--- config.mk ---
export PLATFORM = sky130hd
export DESIGN_NAME = fp_input_conditioner
export DESIGN_NICKNAME = d
export VERILOG_FILES = /design/src/rtl/fp_input_conditioner.sv
export SDC_FILE = /design/constraint.sdc
export NUM_CORES = 1
export LEC_CHECK = 0
export ABC_AREA = 1
export BUFFER_PORTS_ARGS = -buffer_cell sky130_fd_sc_hd__buf_2
export CORE_MARGIN = 8
export CORE_UTILIZATION = 30
export DETAILED_ROUTE_END_ITERATION = 8
export HOLD_SLACK_MARGIN = 0.06
export PLACE_DENSITY_LB_ADDON = 0.08
export SYNTH_ARGS = -nofsm -noshare
export SYNTH_HDL_FRONTEND = slang
export SYNTH_SLANG_ARGS = --single-unit
--- constraint.sdc ---
create_clock -name clock -period 1.95 [get_ports clock]
set_input_delay 0.195 -clock clock [delete_from_list [all_inputs] [get_ports clock]]
set_output_delay 0.195 -clock clock [all_outputs]
set_load 0.02 [all_outputs]
--- src/rtl/fp_input_conditioner.sv ---
// -----------------------------------------------------------------------------
// fp_input_conditioner
//
// Cleans up the raw Nexys4 buttons and front-panel switches before they reach
// the front-panel logic. Every input bit is synchronised through two flops.
// Each button is then debounced on its own. The switch word is debounced as a
// whole, so a partially settled word never appears on sw_out. Clean levels are
// delivered together with one-cycle edge pulses.
//
// Ports
//   clock        system clock
//   resetN       asynchronous, active-low reset
//   btn_in       raw buttons {btnr, btnl, btnd, btnu, btnc}, active-high
//   sw_in        raw switches, active-high
//   btn_level    debounced button state
//   btn_press    one-cycle pulse on each debounced 0->1 button transition
//   btn_release  one-cycle pulse on each debounced 1->0 button transition
//   sw_out       debounced switch word
//   sw_change    one-cycle pulse when sw_out updates
//
// All outputs come straight from flops.
// -----------------------------------------------------------------------------
module fp_input_conditioner #(
    parameter int DEBOUNCE_CYCLES = 1_000_000,
    parameter int NUM_BTN         = 5,
    parameter int NUM_SW          = 13
) (
    input  logic               clock,
    input  logic               resetN,
    input  logic [NUM_BTN-1:0] btn_in,
    input  logic [NUM_SW-1:0]  sw_in,
    output logic [NUM_BTN-1:0] btn_level,
    output logic [NUM_BTN-1:0] btn_press,
    output logic [NUM_BTN-1:0] btn_release,
    output logic [NUM_SW-1:0]  sw_out,
    output logic               sw_change
);

    localparam int CW = $clog2(DEBOUNCE_CYCLES + 1);
    // The counter never goes past this value. Reaching it with the input still
    // different from the stable state is what accepts the new level.
    localparam logic [CW-1:0] CNT_LAST = CW'(DEBOUNCE_CYCLES - 1);

    // ------------------------------------------------------------------
    // Two-flop synchronisers
    // ------------------------------------------------------------------
    logic [NUM_BTN-1:0] btn_s1_reg, btn_s2_reg;
    logic [NUM_SW-1:0]  sw_s1_reg,  sw_s2_reg;

    always_ff @(posedge clock or negedge resetN) begin
        if (!resetN) begin
            btn_s1_reg <= '0;
            btn_s2_reg <= '0;
            sw_s1_reg  <= '0;
            sw_s2_reg  <= '0;
        end else begin
            btn_s1_reg <= btn_in;
            btn_s2_reg <= btn_s1_reg;
            sw_s1_reg  <= sw_in;
            sw_s2_reg  <= sw_s1_reg;
        end
    end

    // ------------------------------------------------------------------
    // Per-button debounce: one stable state and one counter per button
    // ------------------------------------------------------------------
    generate
        for (genvar gi = 0; gi < NUM_BTN; gi++) begin : g_btn
            logic [CW-1:0] cnt_reg;
            logic          state_reg;
            logic          press_reg;
            logic          release_reg;

            always_ff @(posedge clock or negedge resetN) begin
                if (!resetN) begin
                    cnt_reg     <= '0;
                    state_reg   <= 1'b0;
                    press_reg   <= 1'b0;
                    release_reg <= 1'b0;
                end else begin
                    press_reg   <= 1'b0;
                    release_reg <= 1'b0;
                    if (btn_s2_reg[gi] == state_reg) begin
                        cnt_reg <= '0;
                    end else if (cnt_reg == CNT_LAST) begin
                        // The pulse is registered on the same edge as the new
                        // level, so both are visible in the same cycle.
                        state_reg   <= btn_s2_reg[gi];
                        cnt_reg     <= '0;
                        press_reg   <= btn_s2_reg[gi];
                        release_reg <= ~btn_s2_reg[gi];
                    end else begin
                        cnt_reg <= cnt_reg + CW'(1);
                    end
                end
            end

            assign btn_level[gi]   = state_reg;
            assign btn_press[gi]   = press_reg;
            assign btn_release[gi] = release_reg;
        end
    endgenerate

    // ------------------------------------------------------------------
    // Switch-word debounce: one shared counter for the whole vector
    // ------------------------------------------------------------------
    // A bit moving anywhere in the word must restart acceptance. Movement is
    // detected by comparing s1 with s2. s1 is the value s2 will take on the
    // next edge, so this is the same test as "s2 differs from its previous
    // value", seen one cycle earlier. That early view gives the switches the
    // same acceptance latency as the buttons.
    logic [CW-1:0]     sw_cnt_reg;
    logic [NUM_SW-1:0] sw_out_reg;
    logic              sw_change_reg;
    logic              sw_moving;

    assign sw_moving = (sw_s1_reg != sw_s2_reg);

    always_ff @(posedge clock or negedge resetN) begin
        if (!resetN) begin
            sw_cnt_reg    <= '0;
            sw_out_reg    <= '0;
            sw_change_reg <= 1'b0;
        end else begin
            sw_change_reg <= 1'b0;
            if (sw_moving || (sw_s2_reg == sw_out_reg)) begin
                sw_cnt_reg <= '0;
            end else if (sw_cnt_reg == CNT_LAST) begin
                sw_out_reg    <= sw_s2_reg;
                sw_cnt_reg    <= '0;
                sw_change_reg <= 1'b1;
            end else begin
                sw_cnt_reg <= sw_cnt_reg + CW'(1);
            end
        end
    end

    assign sw_out    = sw_out_reg;
    assign sw_change = sw_change_reg;

endmodule

# Word level (Yosys, flattened, before mapping)
# Cells that the tools add are included.
# totals
register_bits	185
latchBits	0
ram_bits	0
romBits	0
inputBits	20
out_inout_bits	29
wordCells	98
memories	0
# op_classes
n_addsub	6
multipliers	0
div_mod_pow	0
magnitude_cmp	0
eq_ne	13
n_shift	0
mux	34
bitwise_logic	11
n_reduce_logical	7
# ops
op	n
$mux 20	12
$add 20x1->20 const B	6
$eq 20x20->1 const B	6
$mux 1	22
$eq 13x13->1	1
$ne 13x13->1	1
$reduce_and 2->1	6
$not 1->1	11
$eq 1x1->1	5
$logic_or 1x1->1	1

# Longest topological paths before layout
# Gate-level depths: netlist (run 1).
# depth
word_depth	4
ltp_mapped	12
depth_no_buf	11

# Worst setup path before layout (run 1)
# Ideal clock, no wire load.
# synth_path
path_kind	flip-flop to flip-flop
start	register g_btn[3].cnt_reg[0]
end	register g_btn[3].cnt_reg[3]
setup_ns	0.126
t_arrival_ns	1.423
required_time_ns	1.824
path_slack_ns	0.401
stages_incl_launch_ff	10
path_buffers	1
period_less_slack_ns	1.549
cell_sequence	dfrtp_1 ha_1 nand2_1 nor2_2 nand3_1 inv_1 nand4_1 nand2_1 buf_4 nor3_1
# synth_via
elab_chain_cells	3
word_cells_on_any_way	4
classes_between	add/sub: 1; eq/ne: 1; mux: 2
# synth_lines
item	line_no	source
start, declared	69	logic [CW-1:0] cnt_reg;
start signal, assigned	93	cnt_reg <= cnt_reg + CW'(1);
$add 20x1->20 or $eq 20x20->1 (tied branches)	93, 85	
$mux 20 *	85	end else if (cnt_reg == CNT_LAST) begin
$mux 20 *	83	if (btn_s2_reg[gi] == state_reg) begin
# Every way passes the cells marked *; elsewhere a longest branch is shown, timed or not.
# A chain may end at the register's enable or synchronous reset.

# Final worst setup path (run 1)
# layout_path
start	register sw_cnt_reg[0]
end	register sw_out_reg[4] (netlist: sw_out[4])
# layout_via
elab_chain_cells	2
# layout_lines
item	line_no	source
start, declared	112	logic [CW-1:0] sw_cnt_reg;
start signal, assigned	133	sw_cnt_reg <= sw_cnt_reg + CW'(1);
$eq 20x20->1	128	end else if (sw_cnt_reg == CNT_LAST) begin
$reduce_and 2->1 (no line)	n/a	
end signal, assigned	129	sw_out_reg <= sw_s2_reg;
end, declared	113	logic [NUM_SW-1:0] sw_out_reg;
# Every way passes these cells.

==> impl_metrics.prom, run 1 <==
# TYPE chip_impl_metric gauge
chip_impl_info{name="outcome",value="finished clean"} 1
chip_impl_metric{name="finalWeightedCongestion",unit=""} 0.791
chip_impl_metric{name="drive_gt1_frac",unit=""} 0.118
chip_impl_metric{name="via_count",unit=""} 6899
chip_impl_metric{name="maximum_number_of_pins_on_one_net_before_global_route_repair",unit=""} 55
chip_impl_info{name="cell_at_the_root_of_the_clock_tree",value="sky130_fd_sc_hd__clkbuf_16"} 1
chip_impl_metric{name="routed_len_inst",unit="um"} 12.2
chip_impl_metric{name="ys_ff_latch",unit=""} 185
chip_impl_info{name="min_path_type",value="input pin to asynchronous set/reset pin"} 1
chip_impl_metric{name="drt_pass1_iterations",unit=""} 4
chip_impl_metric{name="row_count",unit=""} 63
chip_impl_info{name="ys_dominant_reg_cell",value="sky130_fd_sc_hd__dfrtp_1"} 1
chip_impl_metric{name="instances_no_fill",unit=""} 1595
chip_impl_info{name="endpoint_kind",value="register"} 1
chip_impl_metric{name="cts_max_level",unit=""} 4
chip_impl_metric{name="vdd_drop_max",unit="mV"} 0.502
chip_impl_metric{name="drt_wl_total",unit="um"} 19500
chip_impl_metric{name="design.final.nets",unit=""} 1219
chip_impl_metric{name="die_area",unit="um^2"} 35600
chip_impl_metric{name="report.final.slew_viol_count",unit=""} 0
chip_impl_metric{name="post_layout_util",unit=""} 0.357
chip_impl_metric{name="overflow",unit=""} 0
chip_impl_metric{name="wire_length_of_the_first_global_routing_pass",unit="um"} 33900
chip_impl_metric{name="n_antenna_cell",unit=""} 0
chip_impl_metric{name="synth.yosys.seq_area_share",unit=""} 0.518
chip_impl_info{name="timing.critical_path.from_type",value="register"} 1
chip_impl_metric{name="antenna_violating_nets_post_route",unit=""} 0
chip_impl_metric{name="vias_per_cell",unit=""} 4.33
chip_impl_metric{name="port_buffers",unit=""} 48
chip_impl_metric{name="number_of_endpoints_with_negative_hold_slack_in_the_final_report",unit=""} 0
chip_impl_metric{name="period_share",unit=""} 0.906
chip_impl_metric{name="ys_warn_count",unit=""} 0
chip_impl_metric{name="mappedNetlistNets",unit=""} 1128
chip_impl_metric{name="mappedNetlistArea",unit="um^2"} 8940
chip_impl_metric{name="post-dp-hpwl",unit="um"} 14100
chip_impl_info{name="slowest_library_cell_on_the_worst_path",value="sky130_fd_sc_hd__dfrtp_1"} 1
chip_impl_metric{name="max_slew.worst_pin.slew",unit="ns"} 0.434
chip_impl_metric{name="area_growth_syn_to_layout",unit="%"} 17.6
chip_impl_metric{name="max-cap-violations",unit=""} 0
chip_impl_info{name="critical_path.cell_chain",value="ha_1 > nand3_2 > nor2_1 > nand2_1 > inv_2 > nand3_2 > inv_2 > nand3_4 > nand2_1 > nand2_1"} 1
chip_impl_metric{name="setup_total_negative_slack",unit="ns"} 0
chip_impl_metric{name="numPlacedInstances",unit=""} 1545
chip_impl_metric{name="pwr_density_cell",unit="nW/um^2"} 732
chip_impl_metric{name="largest_register_ffs",unit=""} 100
chip_impl_metric{name="timing.critical_path.required",unit="ns"} 2.26
chip_impl_metric{name="setup_viol",unit=""} 0
chip_impl_metric{name="dr.first_iter.drc_count",unit=""} 406
chip_impl_metric{name="timing.critical_path.arrival",unit="ns"} 2.08
chip_impl_metric{name="postLayoutSetupSlackWorst",unit="ns"} 0.182
chip_impl_info{name="rsz0062_at_grt",value="no"} 1
chip_impl_metric{name="floorplan.initialDensity",unit=""} 0.303
chip_impl_metric{name="yosysUniqueCellTypes",unit=""} 33
chip_impl_info{name="mostFrequentLayoutCells",value="236 x sky130_fd_sc_hd__nand2_1, 185 x sky130_fd_sc_hd__dfrtp_1, 184 x sky130_fd_sc_hd__nor2_1"} 1
chip_impl_metric{name="cts-buffers-inserted",unit=""} 17
chip_impl_info{name="cts_tree",value="yes"} 1
chip_impl_metric{name="slew_headroom",unit=""} 0.708
chip_impl_metric{name="fin_worst_skew",unit="ns"} 0.0109
chip_impl_metric{name="clk-insertion-delay-late",unit="ns"} 0.43
chip_impl_metric{name="antenna_found_initial",unit=""} 0
chip_impl_metric{name="drc_errors",unit=""} 0
chip_impl_metric{name="final.min_clock_period",unit="ns"} 1.77
chip_impl_metric{name="clock.fmax",unit="MHz"} 566
chip_impl_metric{name="design.core.area",unit="um^2"} 29500
chip_impl_metric{name="synth_edf_count",unit=""} 0
chip_impl_metric{name="detailedPlace.worstSlack",unit="ns"} 0.141
chip_impl_info{name="critical_path_s_most_frequent_cell",value="sky130_fd_sc_hd__nand2_1"} 1
chip_impl_metric{name="p_leak",unit="nW"} 4.81
chip_impl_metric{name="synth_async_sr_flop_share",unit=""} 1.00
chip_impl_metric{name="first_global_vias",unit=""} 6853
chip_impl_info{name="most_common_cell_after_layout_fill_and_taps_aside",value="sky130_fd_sc_hd__nand2_1"} 1
chip_impl_metric{name="clkSlewWorstSetupHoldPaths",unit="ns"} 0.07
chip_impl_info{name="worstSetupPathType",value="register to register"} 1
chip_impl_metric{name="clock_path_buffers",unit=""} 2
chip_impl_metric{name="die_height",unit="um"} 189
chip_impl_metric{name="grt_use_total",unit=""} 0.115
chip_impl_metric{name="crit_path_max_fanout",unit=""} 14
chip_impl_metric{name="synthCells",unit=""} 1102
chip_impl_metric{name="top_level_ports",unit=""} 49
chip_impl_metric{name="critical_path.max_stage_delay",unit="ns"} 0.37
chip_impl_metric{name="syn_avg_cell_area",unit="um^2"} 8.11
chip_impl_metric{name="clock-sinks",unit=""} 185
chip_impl_metric{name="horizontal_extent_of_the_die",unit="um"} 189
where the power goes:
part	internal [W]	switching, W
registers	0.00390	0.0000504
logic	0.000120	0.000197
clock network	0.00196	0.00147
total	0.00598	0.00172
timing repair:
item,CTS,global route
setup endpoints to repair,0,0
hold buffers,19,0
endpoints found under the hold margin,61,0
resized for setup,0,0
setup buffers,0,0
routing by layer:
metal	global-route usage	part of all wire	wire length, um	vias up
met5	0	0	0	-
met4	0.0370	0.012	241	0
met3	0.0266	0.031	602	15
met2	0.185	0.45	8860	66
met1	0.152	0.50	9810	3182
li1	-	-	-	3636
cells in the mapped netlist, drive strengths merged, types with 6 or more instances:
master / count / area share
nand3: 51 / 0.033
xor2: 31 / 0.030
inv: 165 / 0.069
nand2: 238 / 0.10
nand4: 36 / 0.025
buf: 24 / 0.020
a31oi: 8 / 0.0056
ha: 6 / 0.0084
nor2: 201 / 0.091
nor3b: 15 / 0.013
dfrtp: 185 / 0.52
a21oi: 29 / 0.016
xnor2: 10 / 0.0098
o21ai: 17 / 0.0095
nor3: 75 / 0.043
layout make-up:
class	instances	area (um^2)
fill	3088	19000
tap	390	488
clock inverter	10	120
sequential	185	4630
timing repair buffer	97	689
clock buffer	21	460
multi-input combinational	726	3500
inverter	166	623
critical path: cells and delay by family (launching register included):
family,cells,cell delay (ns)
adder cells (fa/ha/maj),1,0.21
buffers and inverters,2,0.25
flip-flops,1,0.37
AND/OR/NAND/NOR,7,0.82
per-stage QoR:
| step | cell area (um^2) | hold slack (ns) | power (W) |
|---|---|---|---|
| after floorplan | 8940 | -0.101 | 0.00414 |
| after global routing | 10500 | 0.316 | 0.00810 |
| after CTS | 10500 | 0.285 | 0.00788 |
| final | 10500 | 0.295 | 0.00770 |
| after global placement | 9740 | 0.188 | 0.00433 |
| after detailed placement | 9740 | 0.185 | 0.00432 |
path summary, 6_finish.rpt:
check / startpoint / endpoint / slack, ns / cells after the start
max: sw_cnt_reg[0] / sw_out[4] / 0.18 / 10
min: resetN / sw_cnt_reg[7] / 0.30 / 2
max reg2reg: sw_cnt_reg[0] / sw_out[4] / 0.18 / 10
min reg2reg: btn_s1_reg[4] / btn_s2_reg[4] / 0.35 / 0
max in group asynchronous: resetN / g_btn[4].cnt_reg[19] / 0.96 / 3
min in group clock: btn_s1_reg[4] / btn_s2_reg[4] / 0.35 / 0
cell families after synthesis:
kind of cell,share of synthesized area
compound gates,0.0330
buf+inv,0.0900
simple gates,0.310
fa+ha+maj,0.00840
xor+xnor,0.0402
flops,0.518
(Power assumes the default switching activity.)
==> run 2: changes to the inputs <==
--- a/config.mk
+++ b/config.mk
@@ -9,6 +9,7 @@
 export BUFFER_PORTS_ARGS = -buffer_cell sky130_fd_sc_hd__buf_2
 export CORE_MARGIN = 8
 export CORE_UTILIZATION = 30
+export CTS_BUF_LIST = sky130_fd_sc_hd__clkbuf_16
 export DETAILED_ROUTE_END_ITERATION = 8
 export HOLD_SLACK_MARGIN = 0.06
 export PLACE_DENSITY_LB_ADDON = 0.08
==> constraint.sdc (replaced) <==
create_clock -name clock -period 1.71 [get_ports clock]
set_input_delay 0.171 -clock clock [delete_from_list [all_inputs] [get_ports clock]]
set_output_delay 0.171 -clock clock [all_outputs]
set_load 0.02 [all_outputs]
==> run 2 against run 1 <==
Cell area increased by 4.8%. Sequential share of layout area decreased by 2.0 points. First-iteration DRC count decreased by 25%. Clock power increased by 12%. Combinational power increased by 27%. Hold slack got worse by 0.066 ns. Die area unchanged. Non-clock buffer count increased by 31. Sequential cell count unchanged. Register-to-register slack got worse by 0.07 ns.
==> impl_metrics.prom, run 2 (synthesis gave the netlist of run 1 again) <==
# TYPE chip_impl_metric gauge
chip_impl_info{name="outcome",value="finished clean"} 1
chip_impl_metric{name="max-cap-violations",unit=""} 0
chip_impl_metric{name="design.core.area",unit="um^2"} 29500
chip_impl_metric{name="numPlacedInstances",unit=""} 1561
chip_impl_info{name="critical_path.cell_chain",value="inv_1 > nand2_1 > nand2_1 > nand2_1 > nor2_2 > nand2_2 > nor2_8 > nand3_4 > buf_12 > nor3_1"} 1
chip_impl_info{name="reg2reg_from",value="sw_s2_reg[11]"} 1
chip_impl_metric{name="number_of_endpoints_with_negative_hold_slack_in_the_final_report",unit=""} 0
chip_impl_metric{name="maximum_number_of_pins_on_one_net_before_global_route_repair",unit=""} 52
chip_impl_metric{name="post_layout_util",unit=""} 0.374
chip_impl_info{name="cell_at_the_root_of_the_clock_tree",value="sky130_fd_sc_hd__clkbuf_16"} 1
chip_impl_metric{name="clock_path_buffers",unit=""} 2
chip_impl_metric{name="fin_worst_skew",unit="ns"} 0.0177
chip_impl_info{name="slowest_library_cell_on_the_worst_path",value="sky130_fd_sc_hd__dfrtp_1"} 1
chip_impl_metric{name="p_leak",unit="nW"} 4.98
chip_impl_metric{name="instances_no_fill",unit=""} 1628
chip_impl_metric{name="max_slew.worst_pin.slew",unit="ns"} 0.368
chip_impl_metric{name="setup_viol",unit=""} 0
chip_impl_metric{name="clk-insertion-delay-late",unit="ns"} 0.44
chip_impl_metric{name="n_fill_cell",unit=""} 3046
chip_impl_metric{name="period_share",unit=""} 0.935
chip_impl_metric{name="first_global_vias",unit=""} 7196
chip_impl_info{name="timing.critical_path.from_type",value="register"} 1
chip_impl_metric{name="top_level_ports",unit=""} 49
chip_impl_metric{name="n_antenna_cell",unit=""} 0
chip_impl_metric{name="drc_errors",unit=""} 0
chip_impl_metric{name="depth_of_the_worst_register_to_register_path",unit=""} 10
chip_impl_metric{name="clock-sinks",unit=""} 185
chip_impl_metric{name="antenna_violating_nets_post_route",unit=""} 0
chip_impl_info{name="rsz0062_at_grt",value="yes"} 1
chip_impl_metric{name="timing.critical_path.arrival",unit="ns"} 1.94
chip_impl_metric{name="final.min_clock_period",unit="ns"} 1.60
chip_impl_metric{name="timing.critical_path.required",unit="ns"} 2.06
chip_impl_metric{name="floorplan.initialDensity",unit=""} 0.303
chip_impl_metric{name="ff_latch_area",unit="um^2"} 4630
chip_impl_metric{name="place_area",unit="um^2"} 9890
chip_impl_info{name="endpoint_kind",value="register"} 1
chip_impl_metric{name="design.final.nets",unit=""} 1251
chip_impl_metric{name="vdd_drop_max",unit="mV"} 0.686
chip_impl_info{name="mostFrequentLayoutCells",value="227 x sky130_fd_sc_hd__nand2_1, 185 x sky130_fd_sc_hd__dfrtp_1, 174 x sky130_fd_sc_hd__nor2_1"} 1
chip_impl_metric{name="path_buf_inv",unit=""} 2
chip_impl_metric{name="cts_max_level",unit=""} 4
chip_impl_metric{name="horizontal_extent_of_the_die",unit="um"} 189
chip_impl_info{name="cts_tree",value="yes"} 1
chip_impl_info{name="worstSetupPathType",value="register to register"} 1
chip_impl_metric{name="multi_input_area",unit="um^2"} 3710
chip_impl_metric{name="overflow",unit=""} 0
chip_impl_info{name="most_common_cell_after_layout_fill_and_taps_aside",value="sky130_fd_sc_hd__nand2_1"} 1
chip_impl_metric{name="post-dp-hpwl",unit="um"} 14300
chip_impl_metric{name="via_count",unit=""} 7094
chip_impl_metric{name="non_filler_cell_area_final",unit="um^2"} 11000
chip_impl_metric{name="pwr_density_cell",unit="nW/um^2"} 793
chip_impl_metric{name="port_buffers",unit=""} 48
chip_impl_info{name="critical_path_s_most_frequent_cell",value="sky130_fd_sc_hd__nand2_1"} 1
chip_impl_metric{name="slew_headroom",unit=""} 0.753
chip_impl_metric{name="antenna_found_initial",unit=""} 0
chip_impl_metric{name="drt_wl_total",unit="um"} 20200
chip_impl_metric{name="finalWeightedCongestion",unit=""} 0.778
chip_impl_metric{name="drt_pass1_iterations",unit=""} 5
chip_impl_metric{name="wire_length_of_the_first_global_routing_pass",unit="um"} 34800
chip_impl_metric{name="vias_per_cell",unit=""} 4.36
chip_impl_metric{name="critical_path.max_stage_delay",unit="ns"} 0.41
chip_impl_metric{name="area_growth_syn_to_layout",unit="%"} 23.2
chip_impl_info{name="min_path_type",value="input pin to asynchronous set/reset pin"} 1
chip_impl_metric{name="crit_path_max_fanout",unit=""} 11
chip_impl_metric{name="clkSlewWorstSetupHoldPaths",unit="ns"} 0.08
chip_impl_metric{name="dr.first_iter.drc_count",unit=""} 304
chip_impl_metric{name="grt_use_total",unit=""} 0.118
chip_impl_metric{name="largest_register_ffs",unit=""} 100
chip_impl_metric{name="row_count",unit=""} 63
chip_impl_metric{name="die_height",unit="um"} 189
chip_impl_metric{name="report.final.slew_viol_count",unit=""} 0
chip_impl_metric{name="die_area",unit="um^2"} 35600
chip_impl_metric{name="routed_len_inst",unit="um"} 12.4
chip_impl_metric{name="cts-buffers-inserted",unit=""} 17
chip_impl_info{name="r2r-end",value="sw_cnt_reg[9]"} 1
chip_impl_metric{name="clock.fmax",unit="MHz"} 626
chip_impl_metric{name="register_to_register_setup_slack",unit="ns"} 0.11
chip_impl_info{name="path_delay_family",value="simple AND/OR/NAND/NOR gates"} 1
chip_impl_metric{name="drive_gt1_frac",unit=""} 0.174
## run 2: layer usage
metal / wire length (um) / GRT usage
met1: 10000 / 0.156
met2: 9420 / 0.192
met3: 559 / 0.0272
met4: 198 / 0.0334
met5: 0 / 0
## run 2: layout make-up
class / instances / area share
well taps: 390 / 0.0443
repair buffers: 128 / 0.0904
inverters: 166 / 0.0568
multi-input cells: 727 / 0.337
clock buffers: 17 / 0.0386
flip-flops and latches: 185 / 0.420
clock inverters: 15 / 0.0124
## run 2: power by group
part	internal, W	switching (W)	leakage [nW]
clock	0.00192	0.00190	0.275
combinational	0.000168	0.000235	2.21
sequential	0.00444	0.0000576	2.49
## run 2: worst max path at each step
stage,start,slack (ns),cells after the start,to
detailed placement,g_btn[2].cnt_reg[0],-0.009,9,g_btn[2].cnt_reg[6]
global route,sw_s2_reg[11],-0.01,10,sw_cnt_reg[9]
CTS,sw_s2_reg[11],-0.009,9,sw_cnt_reg[16]
global placement,g_btn[0].cnt_reg[0],-0.004,9,g_btn[0].cnt_reg[3]
floorplan,g_btn[3].cnt_reg[0],0.16,9,g_btn[3].cnt_reg[3]
finish,sw_s2_reg[11],0.11,10,sw_cnt_reg[9]
## run 2: what timing repair did
action	CTS	global route
gates cloned	1	1
setup buffers	0	14
hold buffers	19	0
hold endpoints to repair	190	0
gates resized for setup	4	55
setup endpoints to repair	19	111
pin swaps	0	16
## run 2: metrics by stage
stage | hold slack (ns) | TNS (ns) | worst slack [ns] | power (W)
2_1_floorplan | -0.125 | 0 | 0.161 | 0.00472
3_3_place_gp | 0.120 | -0.00444 | -0.00444 | 0.00494
3_5_place_dp | 0.124 | -0.0343 | -0.00916 | 0.00494
4_1_cts | 0.222 | -0.0210 | -0.00915 | 0.00890
5_1_grt | 0.248 | -0.0160 | -0.0149 | 0.00916
6_report | 0.229 | 0 | 0.112 | 0.00873
==> run 3: changes to the inputs <==
--- a/config.mk
+++ b/config.mk
@@ -13,6 +13,7 @@
 export DETAILED_ROUTE_END_ITERATION = 8
 export HOLD_SLACK_MARGIN = 0.06
 export PLACE_DENSITY_LB_ADDON = 0.08
+export SETUP_SLACK_MARGIN = 0.2
 export SYNTH_ARGS = -nofsm -noshare
 export SYNTH_HDL_FRONTEND = slang
 export SYNTH_SLANG_ARGS = --single-unit
==> run 3 against run 2 <==
Clock power fell by 1%. First-iteration DRC count grew 2.6%. Largest power group unchanged. Sequential cell count unchanged.
==> impl_metrics.prom, run 3 (synthesis gave the netlist of run 1 again) <==
# TYPE chip_impl_metric gauge
chip_impl_metric{name="drt_pass1_iterations",unit=""} 7
chip_impl_metric{name="power_frac_clock",unit=""} 0.430
chip_impl_info{name="rsz0062_at_grt",value="yes"} 1
chip_impl_metric{name="period_share",unit=""} 0.915
chip_impl_metric{name="port_buffers",unit=""} 48
chip_impl_metric{name="first_global_vias",unit=""} 7286
chip_impl_metric{name="grt_use_total",unit=""} 0.120
chip_impl_metric{name="slew_headroom",unit=""} 0.717
chip_impl_metric{name="timing.critical_path.required",unit="ns"} 2.03
chip_impl_info{name="worstSetupPathType",value="register to register"} 1
chip_impl_metric{name="cts_max_level",unit=""} 4
chip_impl_metric{name="vdd_drop_max",unit="mV"} 0.632
chip_impl_metric{name="design.final.nets",unit=""} 1295
chip_impl_metric{name="power_frac_comb",unit=""} 0.056
chip_impl_metric{name="pwr_density_cell",unit="nW/um^2"} 723
chip_impl_metric{name="p_leak",unit="nW"} 5.42
chip_impl_metric{name="largest_register_ffs",unit=""} 100
chip_impl_metric{name="area_growth_syn_to_layout",unit="%"} 35.9
chip_impl_metric{name="detailedPlace.worstSlack",unit="ns"} -0.00850
chip_impl_info{name="mostFrequentLayoutCells",value="204 x sky130_fd_sc_hd__nand2_1, 185 x sky130_fd_sc_hd__dfrtp_1, 146 x sky130_fd_sc_hd__inv_1"} 1
chip_impl_metric{name="clock-sinks",unit=""} 185
chip_impl_metric{name="drc_errors",unit=""} 0
chip_impl_metric{name="dr.first_iter.drc_count",unit=""} 312
chip_impl_info{name="outcome",value="finished clean"} 1
chip_impl_info{name="endpoint_kind",value="register"} 1
chip_impl_metric{name="post-dp-hpwl",unit="um"} 14400
chip_impl_metric{name="design.core.area",unit="um^2"} 29500
chip_impl_metric{name="number_of_endpoints_with_negative_hold_slack_in_the_final_report",unit=""} 0
chip_impl_metric{name="horizontal_extent_of_the_die",unit="um"} 189
chip_impl_metric{name="drive_gt1_frac",unit=""} 0.301
chip_impl_metric{name="antenna_found_initial",unit=""} 0
chip_impl_metric{name="clock.fmax",unit="MHz"} 639
chip_impl_metric{name="post_layout_util",unit=""} 0.412
chip_impl_info{name="min_path_type",value="input pin to asynchronous set/reset pin"} 1
chip_impl_metric{name="floorplan.initialDensity",unit=""} 0.303
chip_impl_metric{name="final.min_clock_period",unit="ns"} 1.56
chip_impl_metric{name="finalWeightedCongestion",unit=""} 0.746
chip_impl_metric{name="max_slew.worst_pin.slew",unit="ns"} 0.424
chip_impl_info{name="cell_at_the_root_of_the_clock_tree",value="sky130_fd_sc_hd__clkbuf_16"} 1
chip_impl_metric{name="antenna_violating_nets_post_route",unit=""} 0
chip_impl_metric{name="clk-insertion-delay-late",unit="ns"} 0.43
chip_impl_metric{name="maximum_number_of_pins_on_one_net_before_global_route_repair",unit=""} 45
chip_impl_metric{name="cts-buffers-inserted",unit=""} 17
chip_impl_metric{name="crit_path_max_fanout",unit=""} 7
chip_impl_metric{name="fin_worst_skew",unit="ns"} 0.0119
chip_impl_metric{name="p_sw_frac",unit=""} 0.251
chip_impl_metric{name="top_level_ports",unit=""} 49
chip_impl_metric{name="power.switching",unit="W"} 0.00220
chip_impl_metric{name="timing.critical_path.arrival",unit="ns"} 1.88
chip_impl_metric{name="row_count",unit=""} 63
chip_impl_metric{name="setup_viol",unit=""} 0
chip_impl_metric{name="instances_no_fill",unit=""} 1672
chip_impl_metric{name="drt_wl_total",unit="um"} 21200
chip_impl_metric{name="die_area",unit="um^2"} 35600
chip_impl_metric{name="n_fill_cell",unit=""} 2970
chip_impl_metric{name="numPlacedInstances",unit=""} 1569
chip_impl_metric{name="routed_len_inst",unit="um"} 12.7
chip_impl_metric{name="n_antenna_cell",unit=""} 0
chip_impl_metric{name="p_int",unit="W"} 0.00657
chip_impl_metric{name="via_count",unit=""} 7376
chip_impl_info{name="cts_tree",value="yes"} 1
chip_impl_metric{name="relative_contribution_of_sequential_cells_to_total_power",unit=""} 0.514
chip_impl_metric{name="overflow",unit=""} 0
chip_impl_metric{name="postLayoutSetupSlackWorst",unit="ns"} 0.146
chip_impl_metric{name="wire_length_of_the_first_global_routing_pass",unit="um"} 35700
chip_impl_info{name="timing.critical_path.from_type",value="register"} 1
chip_impl_metric{name="report.final.slew_viol_count",unit=""} 0
chip_impl_metric{name="die_height",unit="um"} 189
chip_impl_info{name="most_common_cell_after_layout_fill_and_taps_aside",value="sky130_fd_sc_hd__nand2_1"} 1
chip_impl_metric{name="clkSlewWorstSetupHoldPaths",unit="ns"} 0.07
chip_impl_metric{name="max-cap-violations",unit=""} 0
chip_impl_metric{name="clock_path_buffers",unit=""} 2
chip_impl_metric{name="vias_per_cell",unit=""} 4.41
[run 3: cell type report]
type,instances,area (um^2),share of cell area
clock inverters,15,129,0.0106
inverters,166,638,0.0526
well taps,390,488,0.0402
multi-input cells,727,4400,0.362
clock buffers,17,425,0.0350
flip-flops and latches,185,4630,0.381
repair buffers,172,1440,0.118
[run 3: final timing paths]
path                       cells after the start          start                   end  slack [ns]
max                                           11   sw_s2_reg[4]             sw_out[0]        0.15
max in group asynchronous                      3         resetN   g_btn[4].cnt_reg[1]        0.87
min in group clock                             0  btn_s1_reg[1]         btn_s2_reg[1]        0.35
min reg2reg                                    0  btn_s1_reg[1]         btn_s2_reg[1]        0.35
min                                            2         resetN  g_btn[2].cnt_reg[16]        0.26
max reg2reg                                   11   sw_s2_reg[4]             sw_out[0]        0.15
[run 3: critical path: stages, from the launching register on]
cell and delay [ns]:
sky130_fd_sc_hd__dfrtp_1 0.40, sky130_fd_sc_hd__inv_2 0.05, sky130_fd_sc_hd__nand2_1 0.05, sky130_fd_sc_hd__o21ai_1 0.06, sky130_fd_sc_hd__nor2_1 0.09, sky130_fd_sc_hd__buf_4 0.14, sky130_fd_sc_hd__nand3_4 0.08, sky130_fd_sc_hd__nor2_8 0.17
sky130_fd_sc_hd__buf_4 0.14, sky130_fd_sc_hd__nand3_4 0.14, sky130_fd_sc_hd__nand2_1 0.09, sky130_fd_sc_hd__nand2_1 0.05
[run 3: power groups by stage]
| stage | Sequential (W) | Clock [W] | Combinational [W] |
|---|---|---|---|
| 3_5_place_dp | 0.00459 | 0 | 0.000369 |
| 3_3_place_gp | 0.00459 | 0 | 0.000372 |
| 6_report | 0.00451 | 0.00378 | 0.000488 |
| 5_1_grt | 0.00452 | 0.00413 | 0.000561 |
| 4_1_cts | 0.00450 | 0.00396 | 0.000440 |
| 2_1_floorplan | 0.00457 | 0 | 0.000154 |
[run 3: per-layer routing]
metal | vias to the layer above | part of all wire | global-route usage
met2 | 66 | 0.47 | 0.193
met1 | 3493 | 0.49 | 0.160
met5 | - | 0 | 0
li1 | 3807 | - | -
met3 | 10 | 0.026 | 0.0261
met4 | 0 | 0.0098 | 0.0355
[run 3: what timing repair did]
action / in CTS / in global routing
hold buffers: 19 / 0
cloned: 1 / 2
setup buffers: 31 / 18
pin swaps: 31 / 55
setup endpoints to repair: 114 / 126
hold endpoints to repair: 123 / 0
gates resized for setup: 76 / 180
[run 3: through the flow]
| step | power, W | instance area [um^2] | setup TNS [ns] | hold WS (ns) |
|---|---|---|---|---|
| 2_1_floorplan | 0.00473 | 8970 | 0 | -0.125 |
| 3_3_place_gp | 0.00496 | 10000 | -0.0218 | 0.157 |
| 3_5_place_dp | 0.00495 | 10000 | -0.0125 | 0.159 |
| 4_1_cts | 0.00890 | 11300 | 0 | 0.250 |
| 5_1_grt | 0.00921 | 12100 | 0 | 0.288 |
| 6_report | 0.00877 | 12100 | 0 | 0.261 |
